**src/rtl/rca_pl_arbiter_if.sv**
```systemverilog
// Bus between the two requesters, the arbiter and the shared pipelined adder.
// Signal names follow the block's port list; the arbiter uses the slave view.
interface rca_pl_arbiter_if #(
  parameter int WIDTH = 4
);
  logic             req0, cin0, req1, cin1;
  logic [WIDTH-1:0] a0, b0, a1, b1;
  logic             gnt0, gnt1;
  logic [WIDTH-1:0] add_a, add_b, add_sum;
  logic             add_cin, add_cout;
  logic [WIDTH-1:0] res_sum;
  logic             res_cout, done0, done1;

  modport slave (
    input  req0, a0, b0, cin0, req1, a1, b1, cin1, add_sum, add_cout,
    output gnt0, gnt1, add_a, add_b, add_cin, res_sum, res_cout, done0, done1
  );

  modport master (
    output req0, a0, b0, cin0, req1, a1, b1, cin1, add_sum, add_cout,
    input  gnt0, gnt1, add_a, add_b, add_cin, res_sum, res_cout, done0, done1
  );
endinterface

```
**src/rtl/rca_pl_arbiter.sv**
```systemverilog
// Round-robin share of one LAT-stage pipelined adder between two requesters;
// a tag pipe follows each issue so its result returns to the right owner.
module rca_pl_arbiter #(
  parameter int WIDTH = 4,
  parameter int LAT   = 2
) (
  input  logic           clk,
  input  logic           rst,
  rca_pl_arbiter_if.slave bus
);

  typedef struct packed {
    logic vld;
    logic id;
  } tag_t;

  logic             gnt0_q, gnt0_d, gnt1_q, gnt1_d;
  logic             ptr_q, ptr_d;
  logic [WIDTH-1:0] add_a_q, add_a_d, add_b_q, add_b_d;
  logic             add_cin_q, add_cin_d;
  logic [WIDTH-1:0] res_sum_q, res_sum_d;
  logic             res_cout_q, res_cout_d;
  logic             done0_q, done0_d, done1_q, done1_d;
  // Stage 0 is written on the issue edge, so the entry leaves stage LAT on
  // the edge where the adder output has been stable for a full cycle.
  tag_t [LAT:0]     tag_q, tag_d;

  logic elig0, elig1, issue, win1;
  tag_t tag_out;

  assign elig0   = bus.req0 & ~gnt0_q;
  assign elig1   = bus.req1 & ~gnt1_q;
  assign issue   = elig0 | elig1;
  assign win1    = elig1 & (~elig0 | ptr_q);
  assign tag_out = tag_q[LAT];

  always_comb begin
    gnt0_d     = issue & ~win1;
    gnt1_d     = issue &  win1;
    ptr_d      = ptr_q;
    add_a_d    = add_a_q;
    add_b_d    = add_b_q;
    add_cin_d  = add_cin_q;
    if (issue) begin
      ptr_d     = ~win1;
      add_a_d   = win1 ? bus.a1   : bus.a0;
      add_b_d   = win1 ? bus.b1   : bus.b0;
      add_cin_d = win1 ? bus.cin1 : bus.cin0;
    end
    tag_d[0].vld = issue;
    tag_d[0].id  = win1;
    for (int i = 1; i <= LAT; i++) tag_d[i] = tag_q[i-1];
    done0_d    = tag_out.vld & ~tag_out.id;
    done1_d    = tag_out.vld &  tag_out.id;
    res_sum_d  = tag_out.vld ? bus.add_sum  : res_sum_q;
    res_cout_d = tag_out.vld ? bus.add_cout : res_cout_q;
  end

  always_ff @(posedge clk or posedge rst) begin
    if (rst) begin
      gnt0_q     <= 1'b0;
      gnt1_q     <= 1'b0;
      ptr_q      <= 1'b0;
      add_a_q    <= '0;
      add_b_q    <= '0;
      add_cin_q  <= 1'b0;
      tag_q      <= '0;
      res_sum_q  <= '0;
      res_cout_q <= 1'b0;
      done0_q    <= 1'b0;
      done1_q    <= 1'b0;
    end else begin
      gnt0_q     <= gnt0_d;
      gnt1_q     <= gnt1_d;
      ptr_q      <= ptr_d;
      add_a_q    <= add_a_d;
      add_b_q    <= add_b_d;
      add_cin_q  <= add_cin_d;
      tag_q      <= tag_d;
      res_sum_q  <= res_sum_d;
      res_cout_q <= res_cout_d;
      done0_q    <= done0_d;
      done1_q    <= done1_d;
    end
  end

  assign bus.gnt0     = gnt0_q;
  assign bus.gnt1     = gnt1_q;
  assign bus.add_a    = add_a_q;
  assign bus.add_b    = add_b_q;
  assign bus.add_cin  = add_cin_q;
  assign bus.res_sum  = res_sum_q;
  assign bus.res_cout = res_cout_q;
  assign bus.done0    = done0_q;
  assign bus.done1    = done1_q;

  a_one_done: assert property (@(posedge clk) disable iff (rst) !(done0_q && done1_q));
  a_one_gnt:  assert property (@(posedge clk) disable iff (rst) !(gnt0_q && gnt1_q));

endmodule

```
**src/flat_wrapper.sv**
```systemverilog
// flat-port wrapper written by rule: the top's interface ports become plain ports
module rca_pl_arbiter_flat 
#(
  parameter int WIDTH = 4,
  parameter int LAT   = 2
)
  (clk, rst, bus_req0, bus_a0, bus_b0, bus_cin0, bus_req1, bus_a1, bus_b1, bus_cin1, bus_add_sum, bus_add_cout, bus_gnt0, bus_gnt1, bus_add_a, bus_add_b, bus_add_cin, bus_res_sum, bus_res_cout, bus_done0, bus_done1);
  rca_pl_arbiter_if #(.WIDTH(WIDTH)) bus_i ();
  input  logic clk;
  input  logic rst;
  input wire logic [$bits(bus_i.req0)-1:0] bus_req0;
  input wire logic [$bits(bus_i.a0)-1:0] bus_a0;
  input wire logic [$bits(bus_i.b0)-1:0] bus_b0;
  input wire logic [$bits(bus_i.cin0)-1:0] bus_cin0;
  input wire logic [$bits(bus_i.req1)-1:0] bus_req1;
  input wire logic [$bits(bus_i.a1)-1:0] bus_a1;
  input wire logic [$bits(bus_i.b1)-1:0] bus_b1;
  input wire logic [$bits(bus_i.cin1)-1:0] bus_cin1;
  input wire logic [$bits(bus_i.add_sum)-1:0] bus_add_sum;
  input wire logic [$bits(bus_i.add_cout)-1:0] bus_add_cout;
  output wire logic [$bits(bus_i.gnt0)-1:0] bus_gnt0;
  output wire logic [$bits(bus_i.gnt1)-1:0] bus_gnt1;
  output wire logic [$bits(bus_i.add_a)-1:0] bus_add_a;
  output wire logic [$bits(bus_i.add_b)-1:0] bus_add_b;
  output wire logic [$bits(bus_i.add_cin)-1:0] bus_add_cin;
  output wire logic [$bits(bus_i.res_sum)-1:0] bus_res_sum;
  output wire logic [$bits(bus_i.res_cout)-1:0] bus_res_cout;
  output wire logic [$bits(bus_i.done0)-1:0] bus_done0;
  output wire logic [$bits(bus_i.done1)-1:0] bus_done1;
  assign bus_i.req0 = bus_req0;
  assign bus_i.a0 = bus_a0;
  assign bus_i.b0 = bus_b0;
  assign bus_i.cin0 = bus_cin0;
  assign bus_i.req1 = bus_req1;
  assign bus_i.a1 = bus_a1;
  assign bus_i.b1 = bus_b1;
  assign bus_i.cin1 = bus_cin1;
  assign bus_i.add_sum = bus_add_sum;
  assign bus_i.add_cout = bus_add_cout;
  assign bus_gnt0 = bus_i.gnt0;
  assign bus_gnt1 = bus_i.gnt1;
  assign bus_add_a = bus_i.add_a;
  assign bus_add_b = bus_i.add_b;
  assign bus_add_cin = bus_i.add_cin;
  assign bus_res_sum = bus_i.res_sum;
  assign bus_res_cout = bus_i.res_cout;
  assign bus_done0 = bus_i.done0;
  assign bus_done1 = bus_i.done1;
  rca_pl_arbiter #(.WIDTH(WIDTH), .LAT(LAT)) u_core (.clk(clk), .rst(rst), .bus(bus_i));
endmodule
```
**config.mk**
```make
export PLATFORM = sky130hd
export DESIGN_NAME = rca_pl_arbiter_flat
export DESIGN_NICKNAME = d
export VERILOG_FILES = /design/src/rtl/rca_pl_arbiter_if.sv /design/src/rtl/rca_pl_arbiter.sv /design/src/flat_wrapper.sv
export SDC_FILE = /design/constraint.sdc
export NUM_CORES = 1
export LEC_CHECK = 0
export BUFFER_PORTS_ARGS = -buffer_cell sky130_fd_sc_hd__buf_2
export CORE_MARGIN = 3
export CORE_UTILIZATION = 48
export DETAILED_ROUTE_END_ITERATION = 6
export MAX_ROUTING_LAYER = met4
export PLACE_DENSITY = 0.94
export SLEW_MARGIN = 30
export SYNTH_ARGS = -nofsm -noshare
export SYNTH_HDL_FRONTEND = slang
export SYNTH_SLANG_ARGS = --single-unit
```
**constraint.sdc**
```tcl
create_clock -name clk -period 3.15 [get_ports clk]
set_input_delay 0.315 -clock clk [delete_from_list [all_inputs] [get_ports clk]]
set_output_delay 0.315 -clock clk [all_outputs]
set_load 0.03 [all_outputs]
```
==> results.cfg, run 1 <==
[clock_network]
clk_path_buf_depth = 2
cts.sinks = 25
postCtsSetupBuffers = 0
clkTransAtPathRegs_ns = 0.12
cts_made_buffers = 3
clkLatencyLatePin_ns = 0.30
postCtsResizedCells = 0
clk_root_buffer_cell = clkbuf_4
postCtsHoldBufs = 0
cts_tree = built
ctsHtreeMaxLevel = 1

[synth]
synth_cell_types = 18
syn_inst = 63
syn_area_um2 = 953
syn_nets = 90
yosysWarnings = 0
ys_ff_latch = 25
synth.avg_cell_area_um2 = 15.1
ys_seq_area_frac = 0.656

[critical_path]
cp-start-kind = flip-flop
critPathArrivalTime_ns = 1.79
cp_max_fo = 14
critPathCaptureType = flip-flop
critPathKind = reg -> reg
crit_required_ns = 3.35

[layout]
area_growth_pct = 26.5
diodes = 0
final_nets = 135
seq_area_um2 = 626
drive_gt1_frac = 0.533
mostFrequentLayoutCells = buf_2 (44), dfrtp_1 (25), nor3b_1 (9), a221o_1 (9), mux2_2 (5)
fillers = 141
fin_util = 0.669
final_common_cell = buf_2
multi_input_area_um2 = 299

[routing]
detail_route.first_pass.iterations = 2
ant_nets = 0
detail_route.iter0.violations = 4
num_vias = 677
routedWlPerCell_um = 13.4
via_per_inst = 5.13
drcViolationCount = 0
wl_um = 1770

[floorplan]
die_w_um = 50.6
std_cell_rows = 15
die_y_um = 50.6
ios = 45
core_um2 = 1800
start_util = 0.529
die_area_um2 = 2560

[timing]
min_period_ns = 1.59
fin_skew_ns = 0.00402
hold_viol = 0
max_slew_margin = 0.616
tightestPinTransition_ns = 0.573
setup_viol = 0
fmax_ghz = 0.629
final.setup.tns_ns = 0
whs_ns = 0.0175
grt_setup_unrepaired = false
finalWorstSetupSlack_ns = 1.56
slew_violations = 0
period_share = 0.504

[global_routing]
overflow = 0
grt_max_degree = 26
grt_antenna_before_repair = 0
grt_usage = 0.158
grt_pass1_vias = 718
grt_first_pass_wirelength_um = 3000

[placement]
io_buffers = 44
gp_congestion = 0.710
dp_hpwl_um = 1340
place_worst_setup_slack_ns = 1.55

[pwr]
leakagePower_nw = 0.600
peakVddDrop_v = 0.000368
p_per_area_nw_per_um2 = 632

[min_path]
hold_path_class = in -> async

[status]
status = finished, final reports clean

[run]
max_cap_viol_count = 0
[kinds of logic (layout without fill, tap and decap cells)]
group           Yosys count  in the layout  synth area share
compound gates           12             12             0.119
buf+inv                   5             49            0.0302
flops                    25             25             0.656
mux                       6              6            0.0696
simple gates             15             15             0.125
[stage by stage]
stage	power (mW)	instance area, um2	std cells
CTS	0.771	1210	132
finish	0.762	1210	132
global placement	0.630	1180	128
detailed placement	0.638	1180	128
global route	0.802	1210	132
floorplan	0.568	953	63
[where the power goes]
group | internal (mW) | switching, mW | total, mW
sequential | 0.372 | 0.0281 | 0.400
clock | 0.0493 | 0.0847 | 0.134
combinational | 0.0873 | 0.141 | 0.228
[flip-flops by register name, summed over array words and instances (netlist names)]
signal and count:
u_core.bus.done0 1, u_core.bus.gnt1 1, u_core.tag_d 4, u_core.bus.add_b 4
u_core.bus.gnt0 1, u_core.bus.add_a 4, u_core.bus.add_cin 1, u_core.bus.res_sum 4
u_core.bus.res_cout 1, u_core.ptr_q 1, u_core.tag_out 2, u_core.bus.done1 1
[worst paths after layout]
path | from | end | slack (ns) | cells after the start
max reg2reg | u_core.bus.gnt1 | u_core.bus.add_b[1] | 1.56 | 3
min reg2reg | u_core.tag_d[2] | u_core.tag_d[4] | 0.36 | 0
min | rst | u_core.bus.res_cout | 0.02 | 2
max in group asynchronous | rst | u_core.bus.add_a[0] | 2.80 | 2
max | u_core.bus.gnt1 | u_core.bus.add_b[1] | 1.56 | 3
min in group clk | bus_b0[3] | u_core.bus.add_b[3] | 0.23 | 2
[routing by layer]
layer	wire [um]	vias to the layer above	global-route usage
met1	730	322	0.190
met3	172	2	0.0297
met5	0	-	-
met2	857	36	0.261
met4	14	0	0.0673
li1	-	317	-
[synth_stat cells]
cell type / number / area, um2
mux2_2: 5 / 56.3
nor2b_1: 1 / 6.26
mux2i_1: 1 / 10.0
and2b_2: 1 / 8.76
clkbuf_2: 1 / 5.00
buf_2: 1 / 5.00
inv_1: 1 / 3.75
buf_6: 1 / 11.3
nand2b_4: 1 / 13.8
nor2b_2: 1 / 8.76
dfrtp_1: 25 / 626
or2b_1: 1 / 7.51
and2_1: 1 / 6.26
a21oi_2: 1 / 8.76
nor3b_1: 9 / 67.6
a221o_1: 9 / 90.1
clkbuf_1: 1 / 3.75
o21a_1: 2 / 15.0
[area by class of cell]
| type | count | share of cell area |
|---|---|---|
| Sequential cell | 25 | 0.519 |
| Multi-Input combinational cell | 33 | 0.248 |
| Timing Repair Buffer | 44 | 0.183 |
| Tap cell | 25 | 0.0259 |
| Clock buffer | 4 | 0.0218 |
| Inverter | 1 | 0.00311 |
[worst max-delay path, stage by stage (launching register included)]
cell     delay, ns
dfrtp_1       0.41
nor2b_2       0.48
a21oi_2       0.25
a221o_1       0.34
(Power assumes the default switching activity.)
==> run 2: changes to the inputs <==
--- a/config.mk
+++ b/config.mk
@@ -5,12 +5,13 @@
 export SDC_FILE = /design/constraint.sdc
 export NUM_CORES = 1
 export LEC_CHECK = 0
+export ABC_AREA = 1
 export BUFFER_PORTS_ARGS = -buffer_cell sky130_fd_sc_hd__buf_2
 export CORE_MARGIN = 3
-export CORE_UTILIZATION = 48
+export CORE_UTILIZATION = 46
 export DETAILED_ROUTE_END_ITERATION = 6
 export MAX_ROUTING_LAYER = met4
-export PLACE_DENSITY = 0.94
+export PLACE_DENSITY = 0.9
 export SLEW_MARGIN = 30
 export SYNTH_ARGS = -nofsm -noshare
 export SYNTH_HDL_FRONTEND = slang
==> constraint.sdc (replaced) <==
create_clock -name clk -period 1.6 [get_ports clk]
set_input_delay 0.16 -clock clk [delete_from_list [all_inputs] [get_ports clk]]
set_output_delay 0.16 -clock clk [all_outputs]
set_load 0.03 [all_outputs]
==> results.cfg, run 2 <==
[synth]
synth.area.top_cells = dfrtp_1 (60%), nand2_1 (17%), nand3_1 (8.2%), inv_1 (5.8%), buf_6 (2.2%)
yosys_most_used_dff = dfrtp_1
ys_seq_area_frac = 0.600
synth_cell_types = 13
syn_inst = 116
syn_nets = 143
ys_ff_latch = 25
syn_area_um2 = 1040
synth_top_area_frac = 0.600
synth.avg_cell_area_um2 = 9.00
synth_edf_count = 0
yosysTopAreaCell = dfrtp_1
synth-async-reset-ratio = 1.00
post-synth-top-count-cell = nand2_1
yosysWarnings = 0
yosys-top-cells-count = nand2_1 (46), dfrtp_1 (25), nand3_1 (17)

[routing]
detail_route.first_pass.iterations = 4
routedWlPerCell_um = 11.2
via_per_inst = 4.70
wl_um = 2130
ant_nets = 0
detail_route.iter0.violations = 24
num_vias = 893
drcViolationCount = 0

[critical_path]
crit_required_ns = 1.87
rrSetupSlack_ns = 0.30
timing.rr.start = u_core.bus.gnt0
crit_path_start = u_core.bus.gnt0
cp-start-kind = flip-flop
endpoint = u_core.bus.add_cin
r2r-end = u_core.bus.add_cin
critPathKind = reg -> reg
critPathArrivalTime_ns = 1.57
critPathCaptureType = flip-flop
reg2regPathDepth = 5
cp_max_fo = 11

[timing]
grt_setup_unrepaired = false
min_period_ns = 1.30
setup_viol = 0
final.setup.tns_ns = 0
period_share = 0.815
fmax_ghz = 0.767
tightestPinTransition_ns = 0.419
finalWorstSetupSlack_ns = 0.296
hold_viol = 0
max_slew_margin = 0.720
slew_violations = 0
fin_skew_ns = 0.00188

[clock_network]
postCtsHoldBufs = 1
cts_tree = built
postCtsSetupBuffers = 0
clk_path_buf_depth = 2
clkTransAtPathRegs_ns = 0.13
cts_made_buffers = 3
postCtsResizedCells = 0
cts.sinks = 25
ctsHtreeMaxLevel = 1
clkLatencyLatePin_ns = 0.32
clk_root_buffer_cell = clkbuf_4

[placement]
io_buffers = 44
dp_hpwl_um = 1600
place_worst_setup_slack_ns = 0.317
gp_congestion = 0.678

[global_routing]
grt_first_pass_wirelength_um = 3360
grt_max_degree = 26
grt_pass1_vias = 793
grt_usage = 0.169
grt_antenna_before_repair = 0
overflow = 0

[pwr]
leakagePower_nw = 0.788
peakVddDrop_v = 0.000685
p_per_area_nw_per_um2 = 1290

[floorplan]
start_util = 0.506
core_um2 = 2060
std_cell_rows = 16
ios = 45
die_w_um = 53.6
die_y_um = 53.6
die_area_um2 = 2880

[layout]
diodes = 0
final_nets = 191
mostFrequentLayoutCells = nand2_1 (46), buf_2 (44), dfrtp_1 (25)
area_growth_pct = 25.7
drive_gt1_frac = 0.337
final_common_cell = nand2_1

[run]
max_cap_viol_count = 0

[status]
status = finished, final reports clean

[min_path]
hold_path_class = in -> reg
## run 2: area by class of cell
class	count	area (um2)
fillers	192	751
flip-flops and latches	25	626
multi-input cells	70	320
repair buffers	46	238
inverters	18	67.6
well taps	27	33.8
clock buffers	4	26.3
## run 2: per-layer routing
metal / vias up / global-route usage / part of all wire
li1: 445 / - / -
met1: 407 / 0.211 / 0.45
met2: 36 / 0.267 / 0.47
met3: 5 / 0.0249 / 0.067
met4: 0 / 0.0894 / 0.021
met5: - / - / 0
## run 2: worst min-delay path by stage
| stage | startpoint | endpoint | slack [ns] | depth (start not counted) |
|---|---|---|---|---|
| global route | bus_a0[1] | u_core.bus.add_a[1] | 0.02 | 3 |
| CTS | bus_b0[2] | u_core.bus.add_b[2] | 0.03 | 3 |
| detailed placement | rst | u_core.bus.done0 | 0.23 | 3 |
| floorplan | rst | u_core.bus.add_a[0] | 0.19 | 1 |
| finish | bus_b0[2] | u_core.bus.add_b[2] | 0.03 | 3 |
| global placement | rst | u_core.bus.done1 | 0.21 | 3 |
## run 2: worst max-delay path, stage by stage (launching register included)
cell and delay, ns:
dfrtp_1 0.40, inv_1 0.07, nand2_1 0.25, a21oi_4 0.35
nand2_1 0.10, nand2_1 0.08
## run 2: where the power goes
part	total [mW]	internal (mW)	switching, mW
Sequential	0.833	0.757	0.0756
Clock	0.280	0.0977	0.182
Combinational	0.574	0.171	0.404
Total	1.69	1.03	0.662
## run 2: cells by family after synthesis
logic type / after synthesis / share of synthesized area
AND/OR/NAND/NOR: 68 / 0.287
flip-flops: 25 / 0.600
buffers and inverters: 21 / 0.0935
AO/OA/AOI/OAI: 2 / 0.0204
## run 2: per-stage QoR
stage	instances	hold slack, ns	power [mW]	instance area (um2)	util
floorplan	116	0.187	1.25	1040	-
global placement	185	0.214	1.40	1270	0.618
detailed placement	185	0.227	1.42	1270	0.618
CTS	190	0.0257	1.70	1310	0.636
global route	190	0.0219	1.79	1310	0.636
finish	190	0.0269	1.69	1310	0.636
==> run 3: changes to the inputs <==
--- a/config.mk
+++ b/config.mk
@@ -8,10 +8,10 @@
 export ABC_AREA = 1
 export BUFFER_PORTS_ARGS = -buffer_cell sky130_fd_sc_hd__buf_2
 export CORE_MARGIN = 3
-export CORE_UTILIZATION = 46
+export CORE_UTILIZATION = 41
 export DETAILED_ROUTE_END_ITERATION = 6
 export MAX_ROUTING_LAYER = met4
-export PLACE_DENSITY = 0.9
+export PLACE_DENSITY = 0.85
 export SLEW_MARGIN = 30
 export SYNTH_ARGS = -nofsm -noshare
 export SYNTH_HDL_FRONTEND = slang
==> constraint.sdc (replaced) <==
create_clock -name clk -period 1.1 [get_ports clk]
set_input_delay 0.11 -clock clk [delete_from_list [all_inputs] [get_ports clk]]
set_output_delay 0.11 -clock clk [all_outputs]
set_load 0.03 [all_outputs]
==> results.cfg, run 3 (synthesis gave the netlist of run 2 again) <==
[routing]
wl_um = 2510
routedWlPerCell_um = 11.9
via_per_inst = 4.69
detail_route.first_pass.iterations = 4
drcViolationCount = 0
num_vias = 985
detail_route.iter0.violations = 18
ant_nets = 0

[global_routing]
grt_first_pass_wirelength_um = 4080
grt_pass1_vias = 968
grt_max_degree = 26
grt_antenna_before_repair = 0
grt_usage = 0.167
overflow = 0

[timing]
setup_viol = 0
fmax_ghz = 0.938
grt_setup_unrepaired = true
fin_skew_ns = 0.00687
tightestPinTransition_ns = 0.303
finalWorstSetupSlack_ns = 0.0344
max_slew_margin = 0.798
slew_violations = 0
hold_viol = 0
period_share = 0.969
min_period_ns = 1.07

[clock_network]
cts_made_buffers = 3
clk_root_buffer_cell = clkbuf_4
clk_path_buf_depth = 2
cts_tree = built
cts.sinks = 25
clkTransAtPathRegs_ns = 0.13
clkLatencyLatePin_ns = 0.31
ctsHtreeMaxLevel = 1

[critical_path]
critPathKind = reg -> out
crit_required_ns = 0.99
critical_path.cell_chain = buf_2
critPathCaptureType = primary output
cp-start-kind = flip-flop
slowest_delay_ns = 0.46
slowest_stage = dfrtp_2
critPathArrivalTime_ns = 0.96
crit_family = flip-flops
cp_num_buf_inv = 1
cp_max_fo = 3

[pwr]
swShare = 0.391
p_clk_frac = 0.148
p_per_area_nw_per_um2 = 1720
peakVddDrop_v = 0.000950
power_frac_comb = 0.391
finalPower_mw = 2.64
p_int_mw = 1.61
leakagePower_nw = 0.887
pwr-share-seq = 0.461
switchingPower_mw = 1.03

[layout]
final_common_cell = nand2_1
diodes = 0
area_growth_pct = 47.4
seq_area_um2 = 629
final_nets = 210
mostFrequentLayoutCells = nand2_1 (45), buf_2 (44), dfrtp_1 (22)
fin_cells = 210
multi_input_area_um2 = 362
fin_util = 0.663
fin_area_um2 = 1540
drive_gt1_frac = 0.396
fillers = 196

[placement]
dp.cells = 191
place_worst_setup_slack_ns = 0.00991
dp_hpwl_um = 1730
io_buffers = 44
gp_congestion = 0.786
dpl_cell_area_um2 = 1320

[floorplan]
core_um2 = 2320
start_util = 0.450
die_w_um = 56.5
die_area_um2 = 3190
std_cell_rows = 17
die_y_um = 56.5
ios = 45

[status]
status = finished, final reports clean

[run]
max_cap_viol_count = 0

[min_path]
hold_path_class = in -> reg
## run 3: cell types whose count changed in the layout (fill, tap and decap cells not counted), sizes merged
cell / before / now
buf: 45 / 54
dlygate4sd3: 1 / 10
a21oi: 1 / 2
clkbuf: 4 / 3
clkinv: 0 / 1
## run 3: routing by layer
metal	wire length, um	GRT usage	up-vias
met2	1330	0.284	41
met5	0	-	-
met4	59	0.0712	0
li1	-	-	486
met1	955	0.196	452
met3	165	0.0230	6
## run 3: power by group through the flow
stage	logic, mW	registers, mW	clock network, mW
floorplan	0.321	1.50	0
CTS	0.953	1.21	0.413
detailed placement	0.880	1.24	0
finish	1.03	1.22	0.391
global placement	0.853	1.22	0
global route	1.12	1.24	0.436
## run 3: final cells by class
type	count	area share
Clock buffer	3	0.0146
Sequential cell	25	0.409
Timing Repair Buffer	64	0.269
Tap cell	28	0.0228
Inverter	18	0.0456
Clock inverter	1	0.00325
Multi-Input combinational cell	71	0.235
## run 3: per-stage QoR
stage	setup TNS, ns	hold slack [ns]
global route	-0.0527	0.0107
global placement	0	0.161
floorplan	0	0.137
detailed placement	0	0.176
CTS	0	0.0000743
finish	0	0.00655
## run 3: path summary, 6_finish.rpt
check,slack [ns],from,to,depth (start not counted)
min,0.007,bus_add_sum[1],u_core.bus.res_sum[1],3
max reg2reg,0.05,u_core.ptr_q,u_core.bus.add_a[1],7
min in group asynchronous,0.37,rst,u_core.bus.gnt1,4
max in group asynchronous,0.48,rst,u_core.bus.gnt0,4
max,0.03,u_core.bus.gnt1,bus_gnt1,1
min reg2reg,0.36,u_core.tag_d[3],u_core.tag_d[5],0
## run 3: repair_timing
action,in CTS,in global routing
hold buffers,10,0
gates cloned,1,1
gates resized for setup,2,13
pin swaps,1,1
hold endpoints to repair,34,0
setup buffers,1,2
endpoints found under the setup margin,2,9
